--- config.mk ---
export PLATFORM = sky130hd
export DESIGN_NAME = multiplexer_n_to_1_reg
export DESIGN_NICKNAME = d
export VERILOG_FILES = /design/src/rtl/multiplexer_n_to_1_reg.sv
export SDC_FILE = /design/constraint.sdc
export NUM_CORES = 1
export LEC_CHECK = 0
export ABC_CLOCK_PERIOD_IN_PS = 900
export CORE_AREA = 2 2 39 41
export CTS_BUF_LIST = sky130_fd_sc_hd__clkbuf_16
export DETAILED_ROUTE_END_ITERATION = 10
export DIE_AREA = 0 0 41 43
export HOLD_SLACK_MARGIN = 0.08
export MAX_ROUTING_LAYER = met4
export SYNTH_ARGS = -nofsm -noshare
export SYNTH_HDL_FRONTEND = slang
export SYNTH_SLANG_ARGS = --single-unit
export TNS_END_PERCENT = 100
--- constraint.sdc ---
create_clock -name CLK -period 0.9 [get_ports CLK]
set_input_delay 0.135 -clock CLK [delete_from_list [all_inputs] [get_ports CLK]]
set_output_delay 0.135 -clock CLK [all_outputs]
set_load 0.02 [all_outputs]
--- src/rtl/multiplexer_n_to_1_reg.sv ---
// Registered N:1 multiplexer of W-bit channels with a valid/ready output handshake.
// Define MUXN_SCAN_EN to build the round-robin scan pointer and honour MODE.
module multiplexer_n_to_1_reg #(
   parameter int unsigned W = 1,
   parameter int unsigned N = 4,
   localparam int unsigned SW = $clog2(N)
) (
   input  logic            CLK,
   input  logic            RST_N,
   input  logic [N*W-1:0]  D,
   input  logic [SW-1:0]   S,
   input  logic            MODE,
   input  logic            REQ,
   output logic [W-1:0]    Y,
   output logic [SW-1:0]   Y_CH,
   output logic            Y_ERR,
   output logic            Y_VALID,
   input  logic            Y_READY
);

   logic          cap;
   logic [SW-1:0] sel;
   logic          sel_oor;
   logic [W-1:0]  sel_data;

   logic [W-1:0]  y_q, y_d;
   logic [SW-1:0] ch_q, ch_d;
   logic          err_q, err_d;
   logic          valid_q, valid_d;

   // A held sample blocks new captures until the consumer takes it.
   assign cap = REQ && (!valid_q || Y_READY);

`ifdef MUXN_SCAN_EN
   logic [SW-1:0] p_q, p_d;

   always_comb begin
      sel = MODE ? p_q : S;
      p_d = p_q;
      if (cap && MODE) begin
         p_d = (p_q == SW'(N - 1)) ? '0 : p_q + 1'b1;
      end
   end

   always_ff @(posedge CLK or negedge RST_N) begin
      if (!RST_N) begin
         p_q <= '0;
      end else begin
         p_q <= p_d;
      end
   end
`else
   logic unused_mode;
   assign unused_mode = MODE;
   assign sel         = S;
`endif

   // Only reachable with a non-power-of-two N in direct mode.
   assign sel_oor = (32'(sel) >= N);

   always_comb begin
      sel_data = '0;
      for (int unsigned k = 0; k < N; k++) begin
         if (32'(sel) == k) begin
            sel_data = D[k*W +: W];
         end
      end
   end

   always_comb begin
      y_d     = y_q;
      ch_d    = ch_q;
      err_d   = err_q;
      valid_d = valid_q;
      if (cap) begin
         y_d     = sel_data;
         ch_d    = sel;
         err_d   = sel_oor;
         valid_d = 1'b1;
      end else if (valid_q && Y_READY) begin
         valid_d = 1'b0;
      end
   end

   always_ff @(posedge CLK or negedge RST_N) begin
      if (!RST_N) begin
         y_q     <= '0;
         ch_q    <= '0;
         err_q   <= 1'b0;
         valid_q <= 1'b0;
      end else begin
         y_q     <= y_d;
         ch_q    <= ch_d;
         err_q   <= err_d;
         valid_q <= valid_d;
      end
   end

   assign Y       = y_q;
   assign Y_CH    = ch_q;
   assign Y_ERR   = err_q;
   assign Y_VALID = valid_q;

endmodule

-- Word-level counts from Yosys, hierarchy flattened
Cells that the tools add are included.
- ROM bits: 0
- memory bits (writable): 0
- register bits: 4
- output and inout port bits: 5
- bits of input ports: 11
- memories: 0
- bits in latches: 0
- order comparisons: 0
- muxes and demuxes: 6
- div/mod/pow operators: 0
- shifts and indexed selects: 0
- bitwise gates (word level): 0
- reductions and logical operators: 6
- $mul: 0
- equal/unequal tests: 3
- $add $sub $neg: 0
- operators with widths (kind ; number):
    $mux W1 ; 6
    $eq A2 B2 Y1 const B ; 2
    $eq A2 B1 Y1 const B ; 1
    $logic_and A1 B1 Y1 ; 2
    $logic_not A2 Y1 ; 1
    $reduce_bool A2 Y1 ; 1
    $logic_not A1 Y1 ; 1
    $logic_or A1 B1 Y1 ; 1

-- Depth between registers and ports, before layout
- word-level depth: 5
- mapped depth: 3
- mapped depth without buffers: 3

-- Worst setup path before layout
No wires, ideal clock.
- path type: register to register
- start point: register valid_q, in the netlist Y_VALID
- end point: register y_q, in the netlist Y
- arrival: 0.964 ns
- library setup time: 0.125 ns
- stages on the path, launching flop included: 4
- buffers on the path: 0
- setup slack: -0.188 ns
- path through: dfrtp_1 > nand2b_1 > nand2_1 > mux2_2
- cells in the longest elaborated chain, start to end: 3
- ends and longest elaborated chain (element ; RTL line ; text):
    start, declared ; 29 ; logic valid_q, valid_d;
    start signal, assigned ; 95 ; valid_q <= valid_d;
    $logic_not A1 Y1 ; 32 ; assign cap = REQ && (!valid_q || Y_READY);
    $logic_or A1 B1 Y1 ; 32 ;
    $logic_and A1 B1 Y1 ; 32 ;
    end signal, assigned ; 92 ; y_q <= y_d;
    end, declared ; 26 ; logic [W-1:0] y_q, y_d;
No other way between the ends.
A chain may end at the register's enable or synchronous reset.

-- Final worst setup path
Same ends and word-level chain as after synthesis.

==> metrics.md <==
| Metric | Value |
|---|---|
| Status | complete, but fails checks |
| Violated checks | setup timing |
| Post-synthesis sequential area ratio | 54.42% |
| All-layer global routing usage | 9.761% |
| Count of final hold-check violations | 0 |
| Clock root cell | clkbuf_16 |
| CP Data Required Time | 1000 ps |
| Max-slew violations | 0 |
| Top post-synthesis cells by area | dfrtp_1, mux2_2, mux4_2 |
| Ys Warns | 0 |
| Post-Synth XOR/XNOR Area | 0% |
| CP max stage cell | dfrtp_2 |
| Gate power share | 19.0% |
| Worst r2r src | Y_VALID$_DFFE_PN0P_ |
| Number of clock buffers inserted by TritonCTS | 3 |
| Ys async rst share | 100.0% |
| Crit path DAT | 1090 ps |
| Setup TNS | -329.7 ps |
| Drt pass-1 iters | 2 |
| FMAX | 1015 MHz |
| Cells along the critical path | nand2b_4 -> nand2_4 -> mux2_4 |
| Die H | 43 µm |
| Main flop type after synthesis | dfrtp_1 |
| Overall power | 1146 µW |
| Worst path top cell family by delay | flip-flops |
| Number of global-route vias before repair | 227 |
| Synth-to-Final Area Change | 146.3% |
| Initial Utilization | 13.29% |
| Ant diodes | 0 |
| Synth unique cells | 7 |
| Max Fanout on Critical Path | 3 |
| Overflow left after global routing | 0 |
| Max stage delay on crit path | 410 ps |
| Vias/cell | 3.780 |
| Sw frac | 20.45% |
| Synthesized area | 183.9 µm² |
| Layout Skew | 1.542 ps |
| Worst vdd ir | 0.8356 mV |
| Leak pwr | 0.0002246 µW |
| Syn_area_per_cell | 14.15 µm² |
| Final Util | 32.73% |
| First-pass GRT wire length | 972 µm |
| Max Cap Violations | 0 |
| Biggest area consumer among synthesized cells | dfrtp_1 |
| Die ar. | 1763 µm² |
| HP Class | input port to asynchronous set/reset pin |
| Final Instance Area | 452.9 µm² |
| Final setup fails | 5 |
| Int Power | 912.0 µW |
| Starting DRT DRC Count | 1 |
| Total Wirelength | 672 µm |
| Adder-Cell Fraction of Synth Area | 0% |
| Synth top area share | 54.42% |
| Fin crit period | 985.5 ps |
| Mux cell area share after synthesis | 30.61% |
| Count of flip-flops with a built-in enable after synthesis | 0 |
| Worst-case clock buffer depth | 2 |
| Routed length per instance | 13.44 µm |
| CORE AREA | 1384 µm² |
| Count of buffers from port buffering | 13 |
| Row cnt | 14 |
| Simple-Gate Fraction of Synth Area | 8.844% |
| WP buf/inv | 0 |
| CTS Hold Buffers Added | 0 |
| Sw power | 234.5 µW |
| Final period util | 109.5% |
| Commonest cells in the netlist | dfrtp_1, mux2_2, nand2b_1 |
| CP Capture Type | register |
| DRC viols | 0 |
| Placement Cell Area | 337.8 µm² |
| Clock share of power | 61.4% |
| FF-to-FF path depth | 3 |
| Die width | 41 µm |
| Worst-Skew Late Latency | 230 ps |
| Routability cong. | 0.5228 |
| Sequential Power Share | 19.5% |
| IO Pins | 16 |
| Via count | 189 |
| Crit start category | register |
| #FFs+latches synth | 4 |
| H-Tree Depth | 1 |
| Pwr dens | 2531 nW/µm² |
| TritonCTS Sinks | 4 |
| Routed Antenna Nets | 0 |
| Initial antenna violation count | 0 |
| Count leader, synth | dfrtp_1 |
| TritonCTS clock tree | yes |
| Mapped Nets | 24 |
| Share of cells above drive strength 1 | 58.82% |
| Final WS setup | -85.55 ps |
| Clock-pin slew on the worst setup and hold paths | 30 ps |
| Unrepaired setup endpoints after global routing | true |
| CP Depth | 3 |
| Crit path from | Y_VALID$_DFFE_PN0P_ |
| Fin nets | 46 |
| Setup CP Type | register to register |
| Synth Instances | 13 |
| Compound-gate portion of the synthesized area | 0% |
| Largest family of logic cells by synthesized area | multiplexers |
| Largest net degree at the start of global routing | 5 |
[power by group through the flow]
stage | clock network (µW) | logic (µW) | registers (µW)
CTS | 713 | 175 | 221
detailed placement | 0 | 182 | 221
finish | 704 | 218 | 224
global placement | 0 | 176 | 221
floorplan | 0 | 45.1 | 252
global route | 720 | 230 | 228
[logic make-up (layout without fill, tap and decap cells)]
family        count (synthesis)  after routing
simple gates                  3              3
mux                           4              4
buf+inv                       1             22
other cells                   1              1
flops                         4              4
[final cells by class]
type	count	area, µm²
Fill cell	140	930.9
Clock inverter	1	3.754
Multi-Input combinational cell	8	102.6
Clock buffer	3	75.07
Tap cell	16	20.02
Sequential cell	4	101.3
Timing Repair Buffer	18	150.1
[per-layer routing]
metal	share of wire [%]	vias to the layer above	global-route usage, %
li1	-	85	-
met1	36	83	9.272
met2	44	17	11.88
met3	15	4	5.236
met4	5.1	0	12.00
met5	0	-	-
[placed cells by master, fill, tap and decap left out, drive strengths merged]
cell type,netlist,final
conb,1,1
nand2,1,1
clkdlybuf4s15,0,3
nand2b,2,2
clkbuf,0,3
dlygate4sd2,0,3
clkdlybuf4s50,0,2
mux2,3,3
dfrtp,4,4
inv,0,1
buf,1,10
mux4,1,1
[sequential cells by signal (all words and copies together) (netlist names)]
signal   flops
Y_VALID      1
Y            1
Y_CH         2
[stage by stage]
step / cells / worst slack (ps) / hold slack (ps)
6_report: 50 / -85.55 / 114.7
5_1_grt: 50 / -111.4 / 125.0
4_1_cts: 47 / -82.41 / 114.7
3_5_place_dp: 42 / -645.0 / 348.8
3_3_place_gp: 42 / -613.0 / 340.7
2_1_floorplan: 13 / -114.9 / -160.6
[final timing paths]
| check | to | slack (ps) |
|---|---|---|
| max | Y$_DFFE_PN0P_ | -90 |
| min | Y_CH[0]$_DFFE_PN0P_ | 110 |
| max reg2reg | Y$_DFFE_PN0P_ | -90 |
| min reg2reg | Y$_DFFE_PN0P_ | 530 |
| max in group asynchronous | Y_VALID$_DFFE_PN0P_ | 600 |
| min in group CLK | Y_CH[0]$_DFFE_PN0P_ | 190 |
[timing repair]
item | in CTS | in global routing
pin swaps | 1 | 0
resized for setup | 34 | 4
endpoints found under the setup margin | 7 | 7
buffers inserted | 1 | 3
(Power assumes the default switching activity.)
